<file path="src/rtl/control_unit_pkg.sv">
// rtl/control_unit_pkg.sv - opcode, class and keyword constants plus the ID control bundle
package control_unit_pkg;

  localparam logic [3:0] OP_AND = 4'b0000;
  localparam logic [3:0] OP_EOR = 4'b0001;
  localparam logic [3:0] OP_SUB = 4'b0010;
  localparam logic [3:0] OP_RSB = 4'b0011;
  localparam logic [3:0] OP_ADD = 4'b0100;
  localparam logic [3:0] OP_ADC = 4'b0101;
  localparam logic [3:0] OP_SBC = 4'b0110;
  localparam logic [3:0] OP_RSC = 4'b0111;
  localparam logic [3:0] OP_TST = 4'b1000;
  localparam logic [3:0] OP_TEQ = 4'b1001;
  localparam logic [3:0] OP_CMP = 4'b1010;
  localparam logic [3:0] OP_CMN = 4'b1011;
  localparam logic [3:0] OP_ORR = 4'b1100;
  localparam logic [3:0] OP_MOV = 4'b1101;
  localparam logic [3:0] OP_BIC = 4'b1110;
  localparam logic [3:0] OP_MVN = 4'b1111;

  localparam logic [1:0] CLASS_DP = 2'b00;
  localparam logic [1:0] CLASS_LS = 2'b01;
  localparam logic [2:0] CLASS_BR = 3'b101;

  localparam logic [47:0] KW_NOP   = "NOP   ";
  localparam logic [47:0] KW_UNDEF = "UNDEF ";
  localparam logic [47:0] KW_B     = "B     ";
  localparam logic [47:0] KW_BL    = "BL    ";
  localparam logic [23:0] KW_LDR   = "LDR";
  localparam logic [23:0] KW_STR   = "STR";
  localparam logic [23:0] KW_SFX_S = "S  ";
  localparam logic [23:0] KW_SFX_B = "B  ";
  localparam logic [23:0] KW_PAD3  = "   ";

  typedef struct packed {
    logic [3:0] opcode;
    logic       am;
    logic       s_enable;
    logic       load_instr;
    logic       rf_enable;
    logic       size_enable;
    logic       rw_enable;
    logic       enable_signal;
    logic       bl_instr;
    logic       b_instr;
  } id_ctrl_t;

  // Compare-type ops update flags only and never write the register file.
  function automatic logic is_test_op(input logic [3:0] op);
    return (op[3:2] == 2'b10);
  endfunction

  function automatic logic [23:0] dp_mnemonic(input logic [3:0] op);
    logic [23:0] m;
    case (op)
      OP_AND:  m = "AND";
      OP_EOR:  m = "EOR";
      OP_SUB:  m = "SUB";
      OP_RSB:  m = "RSB";
      OP_ADD:  m = "ADD";
      OP_ADC:  m = "ADC";
      OP_SBC:  m = "SBC";
      OP_RSC:  m = "RSC";
      OP_TST:  m = "TST";
      OP_TEQ:  m = "TEQ";
      OP_CMP:  m = "CMP";
      OP_CMN:  m = "CMN";
      OP_ORR:  m = "ORR";
      OP_MOV:  m = "MOV";
      OP_BIC:  m = "BIC";
      default: m = "MVN";
    endcase
    return m;
  endfunction

endpackage

</file>
<file path="src/rtl/control_unit_decode.sv">
// rtl/control_unit_decode.sv - combinational ID decoder; keyword text built only with KEYWORD_EN
module control_unit_decode
  import control_unit_pkg::*;
(
  input  logic [31:0] i_instruction,
  output id_ctrl_t    o_ctrl,
  output logic [47:0] o_keyword
);

  logic w_is_nop;
  logic w_is_dp;
  logic w_is_ls;
  logic w_is_br;

  assign w_is_nop = (i_instruction == 32'h0);
  assign w_is_dp  = !w_is_nop && (i_instruction[27:26] == CLASS_DP);
  assign w_is_ls  = !w_is_nop && (i_instruction[27:26] == CLASS_LS);
  assign w_is_br  = !w_is_nop && (i_instruction[27:25] == CLASS_BR);

  always_comb begin
    o_ctrl = '0;
    if (w_is_dp) begin
      o_ctrl.opcode    = i_instruction[24:21];
      o_ctrl.am        = i_instruction[25];
      o_ctrl.s_enable  = i_instruction[20];
      o_ctrl.rf_enable = !is_test_op(i_instruction[24:21]);
    end else if (w_is_ls) begin
      o_ctrl.opcode        = i_instruction[23] ? OP_ADD : OP_SUB;
      o_ctrl.am            = i_instruction[25];
      o_ctrl.load_instr    = i_instruction[20];
      o_ctrl.rf_enable     = i_instruction[20];
      o_ctrl.rw_enable     = !i_instruction[20];
      o_ctrl.size_enable   = i_instruction[22];
      o_ctrl.enable_signal = 1'b1;
    end else if (w_is_br) begin
      o_ctrl.opcode    = OP_ADD;
      o_ctrl.b_instr   = 1'b1;
      o_ctrl.bl_instr  = i_instruction[24];
      o_ctrl.rf_enable = i_instruction[24];
    end
  end

`ifdef KEYWORD_EN
  always_comb begin
    o_keyword = KW_UNDEF;
    if (w_is_nop) begin
      o_keyword = KW_NOP;
    end else if (w_is_dp) begin
      o_keyword = {dp_mnemonic(i_instruction[24:21]),
                   (i_instruction[20] && !is_test_op(i_instruction[24:21])) ? KW_SFX_S : KW_PAD3};
    end else if (w_is_ls) begin
      o_keyword = {i_instruction[20] ? KW_LDR : KW_STR,
                   i_instruction[22] ? KW_SFX_B : KW_PAD3};
    end else if (w_is_br) begin
      o_keyword = i_instruction[24] ? KW_BL : KW_B;
    end
  end
`else
  assign o_keyword = 48'h0;
`endif

endmodule

</file>
<file path="src/rtl/control_unit.sv">
// rtl/control_unit.sv - ID decode with bubble mux and EX/MEM control register; KEYWORD_EN enables keyword text
module control_unit
  import control_unit_pkg::*;
(
  input  logic        clk,
  input  logic        R,
  input  logic [31:0] instruction,
  input  logic        S,
  output logic [3:0]  id_opcode,
  output logic        id_AM,
  output logic        id_S_enable,
  output logic        id_load_instr,
  output logic        id_RF_enable,
  output logic        id_Size_enable,
  output logic        id_RW_enable,
  output logic        id_Enable_signal,
  output logic        id_BL_instr,
  output logic        id_B_instr,
  output logic [47:0] keyword,
  input  logic        ex_load_instr,
  input  logic        ex_RF_enable,
  input  logic        ex_Size_enable,
  input  logic        ex_RW_enable,
  input  logic        ex_Enable_signal,
  output logic        mem_load_instr,
  output logic        mem_RF_enable,
  output logic        mem_Size_enable,
  output logic        mem_RW_enable,
  output logic        mem_Enable_signal
);

  id_ctrl_t w_dec;
  id_ctrl_t w_id;

  control_unit_decode u_decode (
    .i_instruction (instruction),
    .o_ctrl        (w_dec),
    .o_keyword     (keyword)
  );

  // Bubble insertion kills the controls but leaves the keyword for tracing.
  assign w_id = S ? '0 : w_dec;

  assign id_opcode        = w_id.opcode;
  assign id_AM            = w_id.am;
  assign id_S_enable      = w_id.s_enable;
  assign id_load_instr    = w_id.load_instr;
  assign id_RF_enable     = w_id.rf_enable;
  assign id_Size_enable   = w_id.size_enable;
  assign id_RW_enable     = w_id.rw_enable;
  assign id_Enable_signal = w_id.enable_signal;
  assign id_BL_instr      = w_id.bl_instr;
  assign id_B_instr       = w_id.b_instr;

  logic r_mem_load_instr;
  logic r_mem_rf_enable;
  logic r_mem_size_enable;
  logic r_mem_rw_enable;
  logic r_mem_enable_signal;

  always_ff @(posedge clk or negedge R) begin
    if (!R) begin
      r_mem_load_instr    <= 1'b0;
      r_mem_rf_enable     <= 1'b0;
      r_mem_size_enable   <= 1'b0;
      r_mem_rw_enable     <= 1'b0;
      r_mem_enable_signal <= 1'b0;
    end else begin
      r_mem_load_instr    <= ex_load_instr;
      r_mem_rf_enable     <= ex_RF_enable;
      r_mem_size_enable   <= ex_Size_enable;
      r_mem_rw_enable     <= ex_RW_enable;
      r_mem_enable_signal <= ex_Enable_signal;
    end
  end

  assign mem_load_instr    = r_mem_load_instr;
  assign mem_RF_enable     = r_mem_rf_enable;
  assign mem_Size_enable   = r_mem_size_enable;
  assign mem_RW_enable     = r_mem_rw_enable;
  assign mem_Enable_signal = r_mem_enable_signal;

endmodule

</file>
<file path="config.mk">
export PLATFORM = sky130hd
export DESIGN_NAME = control_unit
export DESIGN_NICKNAME = d
export VERILOG_FILES = /design/src/rtl/control_unit_pkg.sv /design/src/rtl/control_unit_decode.sv /design/src/rtl/control_unit.sv
export SDC_FILE = /design/constraint.sdc
export NUM_CORES = 1
export LEC_CHECK = 0
export BUFFER_PORTS_ARGS = -buffer_cell sky130_fd_sc_hd__buf_2
export CAP_MARGIN = 20
export CORE_ASPECT_RATIO = 1.2
export CORE_UTILIZATION = 26
export CTS_CLUSTER_SIZE = 25
export DETAILED_ROUTE_END_ITERATION = 6
export GPL_ROUTABILITY_DRIVEN = 0
export PLACE_DENSITY = 0.75
export SYNTH_ARGS = -nofsm -noshare
export SYNTH_HDL_FRONTEND = slang
export SYNTH_SLANG_ARGS = --single-unit
</file>
<file path="constraint.sdc">
create_clock -name clk -period 0.9 [get_ports clk]
set_input_delay 0.18 -clock clk [delete_from_list [all_inputs] [get_ports clk]]
set_output_delay 0.18 -clock clk [all_outputs]
set_load 0.02 [all_outputs]
</file>
# ---- Word-level counts from Yosys, hierarchy flattened
# Index checks and enable logic that the tools add are counted.
dict set report totals {
  ff_bits 5
  word_cells 32
  input_bits 40
  out_inout_bits 66
  mem_count 0
  latch_bits 0
  rom_bits 0
  mem_bits_rw 0
}
dict set report op_classes {
  n_lt_le_gt_ge 0
  n_mux 16
  bitwise 0
  shifts 0
  n_addsub 0
  eq_ne 3
  multipliers 0
  div_mod_pow 0
  reduce_logical 8
}
# operator n
set ops {}
lappend ops {{32-bit logical NOT} 1}
lappend ops {{13-bit 2-to-1 mux} 1}
lappend ops {{5-bit 2-to-1 mux} 2}
lappend ops {{3-bit 2-to-1 mux} 3}
lappend ops {{1-bit 2-to-1 mux} 7}
lappend ops {{2-bit 2-to-1 mux} 2}
lappend ops {{4-bit 2-to-1 mux} 1}
lappend ops {{3-bit == test, second input constant} 1}
lappend ops {{1-bit logical AND} 3}
lappend ops {{1-bit logical NOT} 3}
lappend ops {{2-bit by 1-bit == test with 1-bit output, second input constant} 1}
lappend ops {{2-bit == test, second input constant} 1}
lappend ops {{2-bit logical NOT} 1}

# ---- Depth between registers and ports, before layout
# Gate-level depths: netlist (run 1).
dict set report logic_depth {
  word_depth 7
  ltp_mapped 4
  ltp_nobuf 4
}

# ---- Modules after synthesis
# Synthesis (run 1) repeated with hierarchy kept, for this count alone.
dict set report unflattened {
  cells_unflattened 104
  hier_area_um2 865.8
}
# mod area_per_inst_um2 instances seq_area_each_um2 cells_per_inst
set by_module_without_submodules {}
lappend by_module_without_submodules {control_unit_decode 605.6 1 0.0 85}
lappend by_module_without_submodules {control_unit 260.2 1 125.1 19}

# ---- Worst setup path after synthesis (run 1)
# Ideal clock, no wire load.
dict set report synth_timing {
  kind {input to output}
  from {in instruction[26]}
  to {out id_BL_instr}
  slack_ns -0.468
  n_path_buf 1
  t_arrival_ns 1.188
  cell_stages 3
  required_time_ns 0.720
  path_cell_list {buf_2 nor3_1 and2_2}
}
dict set report synth_via {
  elab_chain_len 7
  elab_cells_between_ends 12
  classes_between {eq/ne (2); mux (4); reduce/logical (6)}
}
# element line_no
set synth_rtl {}
lappend synth_rtl {{from (decl)} control_unit.sv:7} ;# input logic [31:0] instruction,
lappend synth_rtl {{32-bit logical NOT} control_unit_decode.sv:15} ;# assign w_is_nop = (i_instruction == 32'h0);
lappend synth_rtl {{1-bit logical NOT} {control_unit_decode.sv:16, control_unit_decode.sv:17, control_unit_decode.sv:18}}
lappend synth_rtl {{1-bit logical AND} control_unit_decode.sv:18} ;# assign w_is_br = !w_is_nop && (i_instruction[27:25] == CLASS_BR);
lappend synth_rtl {{2-bit 2-to-1 mux} control_unit_decode.sv:35} ;# end else if (w_is_br) begin
lappend synth_rtl {{2-bit 2-to-1 mux} control_unit_decode.sv:27} ;# end else if (w_is_ls) begin
lappend synth_rtl {{5-bit 2-to-1 mux *} control_unit_decode.sv:22} ;# if (w_is_dp) begin
lappend synth_rtl {{13-bit 2-to-1 mux *} control_unit.sv:42} ;# assign w_id = S ? '0 : w_dec;
lappend synth_rtl {{to (decl)} control_unit.sv:17} ;# output logic id_BL_instr,
# Every way passes the cells marked *; elsewhere a longest branch is shown, timed or not.

# ---- Final worst setup path (run 1)
dict set report layout_timing {
  from {in instruction[21]}
  to {out id_RF_enable}
}
dict set report layout_via {
  elab_chain_len 7
  elab_cells_between_ends 9
  classes_between {mux (4); reduce/logical (5)}
}
# element line_no
set layout_rtl {}
lappend layout_rtl {{32-bit logical NOT *} control_unit_decode.sv:15}
lappend layout_rtl {{1-bit logical NOT *} {control_unit_decode.sv:16, control_unit_decode.sv:17, control_unit_decode.sv:18}}
lappend layout_rtl {{1-bit logical AND} control_unit_decode.sv:18}
lappend layout_rtl {{1-bit 2-to-1 mux} control_unit_decode.sv:35}
lappend layout_rtl {{1-bit 2-to-1 mux} control_unit_decode.sv:27}
lappend layout_rtl {{1-bit 2-to-1 mux *} control_unit_decode.sv:22}
lappend layout_rtl {{13-bit 2-to-1 mux *} control_unit.sv:42}
lappend layout_rtl {{to (decl)} control_unit.sv:13} ;# output logic id_RF_enable,
# Marks and branches as above.

==> flow_metrics.env, run 1 <==
export IMPL_status="complete, but fails checks"
export IMPL_finish_utilization_pct=52.52
export IMPL_p_leak_uw=0.0007078
export IMPL_cts_tree="built"
export IMPL_yosysSeqAreaShare_pct=17.54
export IMPL_setup_ws_ns=-0.3667
export IMPL_synthDistinctLibCells=19
export IMPL_avgSynthCellArea_um2=7.669
export IMPL_setup_viol=15
export IMPL_synth_simple_area_share_pct=23.33
export IMPL_drt_first_pass_iters=4
export IMPL_rows=20
export IMPL_max_freq_ghz=0.7894
export IMPL_synth_top_area_share_pct=51.58
export IMPL_grt_pass1_vias=676
export IMPL_drt_initial_drc_count=14
export IMPL_ir_worst_vdd_mv=0.4479
export IMPL_ant_nets=0
export IMPL_grt_max_degree=9
export IMPL_drt_wirelength_per_cell_um=10.90
export IMPL_antenna_found_initial=0
export IMPL_cts_buffers=3
export IMPL_critical_path_slowest_cell="nor4_4"
export IMPL_maxSlewViolCount=0
export IMPL_hold_path_class="input port to register"
export IMPL_initial_utilization_pct=27.67
export IMPL_io_buffers=57
export IMPL_synthAdderAreaFrac_pct=0
export IMPL_clock_path_buffers=2
export IMPL_ys_flop_type="dfrtp_1"
export IMPL_vias=761
export IMPL_netlist_area_um2=713.2
export IMPL_synth_area_leaders="buf_4 52%, dfrtp_1 18%, nor4_1 5.3%"
export IMPL_crit_type="input port to output pin"
export IMPL_grt_total_usage_pct=14.82
export IMPL_synth_cells=93
export IMPL_core_area_mm2=0.002577
export IMPL_slowest_delay_ns=0.26
export IMPL_rsz0062_at_grt="true"
export IMPL_synth_compound_area_share_pct=3.860
export IMPL_final_cells=197
export IMPL_timing_final_crit_share_pct=140.7
export IMPL_start_kind="input port"
export IMPL_crit_family="simple AND/OR/NAND/NOR gates"
export IMPL_num_antenna_cells=0
export IMPL_gr_total_overflow=0
export IMPL_muxShareOfSynthArea_pct=1.404
export IMPL_die_w_um=49.81
export IMPL_required_ns=0.72
export IMPL_syn_to_final_growth_pct=89.82
export IMPL_clk_pin_slew_ns=0.04
export IMPL_drive_above_1_share_pct=58.54
export IMPL_fin_area_mm2=0.001354
export IMPL_cts_root_buf="clkbuf_4"
export IMPL_arrival_ns=1.09
export IMPL_crit_buf_inv=2
export IMPL_synth_edf_count=0
export IMPL_io_pins=106
export IMPL_dieArea_mm2=0.002957
export IMPL_synth_top_family_by_area="buffers and inverters"
export IMPL_holdWs_ns=0.05474
export IMPL_htreeDepth=1
export IMPL_yosys_warnings=0
export IMPL_p_per_area_mw_per_mm2=810.2
export IMPL_cts_sink_count=5
export IMPL_crit_chain="buf_8 > nor4_4 > nand4_1 > o21bai_1 > a21oi_2 > buf_4"
export IMPL_final_nets=205
export IMPL_die_height_um=59.37
export IMPL_period_needed_ns=1.267
export IMPL_drc=0
export IMPL_worstSetupEndpointType="output pin"
export IMPL_async_flop_share_pct=100.0
export IMPL_synth_xor_area_share_pct=0
export IMPL_drv_cap=0
export IMPL_cp_max_fo=2
export IMPL_hold_viol=0
export IMPL_violations="negative setup slack"
export IMPL_dp_cells=191
export IMPL_dpl_cell_area_mm2=0.001005
export IMPL_wl_um=2147
export IMPL_ys_seq_elements=5
export IMPL_grt_pass1_wl_um=3153
export IMPL_yosys_area_top_type="buf_4"
export IMPL_drt_vias_per_instance=3.863
==> where the power goes <==
| group | total, uW | internal [uW] | switching (uW) |
|---|---|---|---|
| Sequential | 243 | 237 | 5.28 |
| Combinational | 611 | 250 | 362 |
| Clock | 243 | 167 | 76.2 |
| Total | 1100 | 654 | 443 |
==> layout by cell type, fill, tap and decap left out, types with 2 or more instances in the layout <==
cell and count:
nor3_2 2, buf_2 28, buf_8 4, and3_4 3
nor3_4 2, inv_1 2, nand4_1 2, buf_6 25
dfrtp_1 5, and2_4 6, nand2_1 2, buf_12 2
nor4_4 4, clkbuf_4 3, a21oi_2 2, conb_1 48
buf_4 10, nor4_2 2
==> kinds of logic (layout without fill, tap and decap cells) <==
kind of cell           after synthesis  count (layout)
buffers and inverters               52              76
multiplexers                         1               1
AND/OR/NAND/NOR                     29              29
AO/OA/AOI/OAI                        5               5
flip-flops                           5               5
other                                1              48
==> area by class of cell <==
class / instances / area (um2)
clock buffers: 4 / 26.28
fillers: 249 / 1224
inverters: 2 / 7.507
multi-input cells: 83 / 546.8
flip-flops and latches: 5 / 125.1
well taps: 33 / 41.29
repair buffers: 70 / 606.8
==> Yosys cell counts (2+ instances only) <==
cell / number
and2_1: 4
and3_1: 3
nor2_1: 2
buf_4: 49
a21oi_1: 3
nand2_1: 3
and2_2: 2
nor3_1: 5
inv_1: 2
nand4_1: 2
nor4_1: 6
dfrtp_1: 5
==> metrics by stage <==
step	power (uW)	setup slack, ns	TNS (ns)
final	1097	-0.3667	-1.090
after global routing	1173	-0.4539	-1.775
after CTS	1086	-0.3829	-1.094
after detailed placement	709.4	-0.4161	-2.542
after global placement	707.4	-0.3913	-2.453
after floorplan	694.7	-0.08077	-0.3814
==> metal layers <==
metal | GRT usage (%) | vias to the layer above | wire [um] | part of all wire, %
li1 | - | 353 | - | -
met1 | 14.64 | 341 | 675 | 31
met2 | 29.54 | 65 | 1277 | 59
met3 | 2.308 | 2 | 173 | 8.1
met4 | 7.347 | 0 | 19 | 0.88
met5 | 0 | - | 0 | 0
==> flip-flops by register name, summed over array words and instances (netlist names) <==
signal and flops:
mem_load_instr 1, mem_RW_enable 1, mem_Enable_signal 1, mem_Size_enable 1, mem_RF_enable 1
==> worst paths after layout <==
path,start,to,slack (ns),cells after the start
worst max-delay path,instruction[21],id_RF_enable,-0.37,6
worst min-delay path,ex_load_instr,mem_load_instr,0.05,1
max in group asynchronous,R,mem_Enable_signal,0.48,2
min in group asynchronous,R,mem_load_instr,0.29,2
==> repair_timing <==
item | in CTS | in global routing
resized for setup | 69 | 12
hold buffers | 1 | 0
endpoints found under the setup margin | 18 | 18
setup buffers | 1 | 0
endpoints found under the hold margin | 5 | 0
pin swaps | 14 | 11
No activity file was read; power rests on OpenSTA's default activity.
==> run 2, diff against run 1 <==
- CELL_PAD_IN_SITES_DETAIL_PLACEMENT: not set -> 2
- CELL_PAD_IN_SITES_GLOBAL_PLACEMENT: not set -> 2
- CORE_UTILIZATION: 26 -> 11
- PLACE_DENSITY: 0.75 -> not set
- PLACE_DENSITY_LB_ADDON: not set -> 0.1
==> flow_metrics.env, run 2 (synthesized netlist as in run 1, its figures left out) <==
export IMPL_status="complete, but fails checks"
export IMPL_violations="negative setup slack"
export IMPL_die_height_um=90.21
export IMPL_p_int_uw=793.1
export IMPL_grt_total_usage_pct=7.869
export IMPL_rsz0062_at_grt="true"
export IMPL_p_sw_share_pct=38.10
export IMPL_crit_chain="buf_2 > nor4_2 > nand4_1 > o21bai_1 > a21oi_2 > buf_6"
export IMPL_io_buffers=57
export IMPL_htreeDepth=1
export IMPL_drt_vias_per_instance=3.138
export IMPL_multi_input_area_um2=541.8
export IMPL_holdWs_ns=0.06239
export IMPL_drv_cap=0
export IMPL_start_kind="input port"
export IMPL_arrival_ns=1.09
export IMPL_fin_area_mm2=0.001436
export IMPL_critical_path_slowest_cell="nor4_2"
export IMPL_p_comb_share_pct=48.4
export IMPL_dpl_cell_area_mm2=0.001079
export IMPL_cts_sink_count=5
export IMPL_crit_type="input port to output pin"
export IMPL_cp_max_fo=1
export IMPL_whs_endpoint="mem_load_instr"
export IMPL_drt_first_pass_iters=3
export IMPL_min_path_cells=1
export IMPL_ant_nets=0
export IMPL_core_area_mm2=0.006128
export IMPL_max_freq_ghz=0.7848
export IMPL_hold_viol=0
export IMPL_hold_start="ex_load_instr"
export IMPL_drive_above_1_share_pct=58.79
export IMPL_cts_buffers=3
export IMPL_wl_um=2810
export IMPL_ir_worst_vdd_mv=0.5611
export IMPL_final_common_cell="conb_1"
export IMPL_seq_area_um2=125.1
export IMPL_p_leak_uw=0.0007177
export IMPL_drt_initial_drc_count=4
export IMPL_grt_pass1_vias=804
export IMPL_finish_utilization_pct=23.44
export IMPL_drc=0
export IMPL_p_seq_share_pct=19.0
export IMPL_required_ns=0.72
export IMPL_switchingPower_uw=488.2
export IMPL_hold_path_class="input port to register"
export IMPL_place_hpwl_um=2377
export IMPL_drt_wirelength_per_cell_um=11.38
export IMPL_clockPowerShare_pct=32.6
export IMPL_antenna_found_initial=0
export IMPL_fin_setup_tns_ns=-1.454
export IMPL_maxSlewViolCount=0
export IMPL_clock_path_buffers=2
export IMPL_gr_total_overflow=0
export IMPL_final_cell_mix="48 x conb_1, 30 x buf_2, 27 x buf_6, 8 x buf_4, 6 x and2_4"
export IMPL_setup_viol=13
export IMPL_worstSetupEndpointType="output pin"
export IMPL_num_antenna_cells=0
export IMPL_grt_pass1_wl_um=4022
export IMPL_final_cells=247
export IMPL_clk_pin_slew_ns=0.04
export IMPL_cts_root_buf="clkbuf_8"
export IMPL_period_needed_ns=1.274
export IMPL_grt_max_degree=8
export IMPL_dp_cells=240
export IMPL_nFillCells=754
export IMPL_setup_ws_ns=-0.3742
export IMPL_timing_final_crit_share_pct=141.6
export IMPL_dieArea_mm2=0.006811
export IMPL_io_pins=106
export IMPL_final_nets=206
export IMPL_p_per_area_mw_per_mm2=892.0
export IMPL_vias=775
export IMPL_initial_utilization_pct=11.64
export IMPL_slowest_delay_ns=0.26
export IMPL_die_w_um=75.51
export IMPL_syn_to_final_growth_pct=101.4
export IMPL_rows=31
export IMPL_cts_tree="built"
-- run 2: changes by cell type in the layout (fill, tap and decap cells not counted), sizes merged --
cell and delta:
buf +1
-- run 2: power by group through the flow --
| stage | Sequential [uW] | Combinational [uW] | Clock (uW) |
|---|---|---|---|
| after floorplan | 259 | 436 | 0 |
| after global placement | 243 | 483 | 0 |
| after detailed placement | 243 | 487 | 0 |
| after CTS | 244 | 608 | 436 |
| after global routing | 244 | 663 | 458 |
| final | 243 | 620 | 418 |
-- run 2: timing repair --
item	in CTS	in global routing
endpoints found under the hold margin	5	0
endpoints found under the setup margin	18	18
pin swaps	18	6
gates resized for setup	70	5
hold buffers	1	0
setup buffers	1	1
-- run 2: worst max path at each step --
stage / depth (start not counted) / to / startpoint
2_1_floorplan: 4 / id_RF_enable / instruction[25]
3_3_place_gp: 6 / id_RF_enable / instruction[9]
3_5_place_dp: 6 / id_RF_enable / instruction[3]
4_1_cts: 6 / id_RF_enable / instruction[13]
5_1_grt: 6 / id_RF_enable / instruction[25]
6_report: 6 / id_RF_enable / instruction[17]
-- run 2: critical path: cells and delay by family --
| kind | cells | cell delay (ns) |
|---|---|---|
| AND/OR/NAND/NOR | 2 | 0.40 |
| AO/OA/AOI/OAI | 2 | 0.28 |
| buffers and inverters | 2 | 0.23 |
-- run 2: per-stage QoR --
stage          power (uW)  setup WS, ns
2_1_floorplan       694.7      -0.08077
3_3_place_gp        725.2       -0.4641
3_5_place_dp        730.4       -0.4682
4_1_cts              1288       -0.4054
5_1_grt              1365       -0.4640
6_report             1281       -0.3742
-- run 2: per-layer routing --
layer  vias to the layer above  track usage (%)  wire length, um
li1                        353                -                -
met1                       353            7.133              833
met2                        63            15.70             1591
met3                         6            1.906              327
met4                         0            2.932               57
met5                         -                0                0
-- run 2: area by class of cell --
class | instances | area share, %
Clock buffer | 4 | 3.136
Inverter | 2 | 0.5226
Multi-Input combinational cell | 83 | 37.72
Sequential cell | 5 | 8.711
Tap cell | 82 | 7.143
Timing Repair Buffer | 71 | 42.77
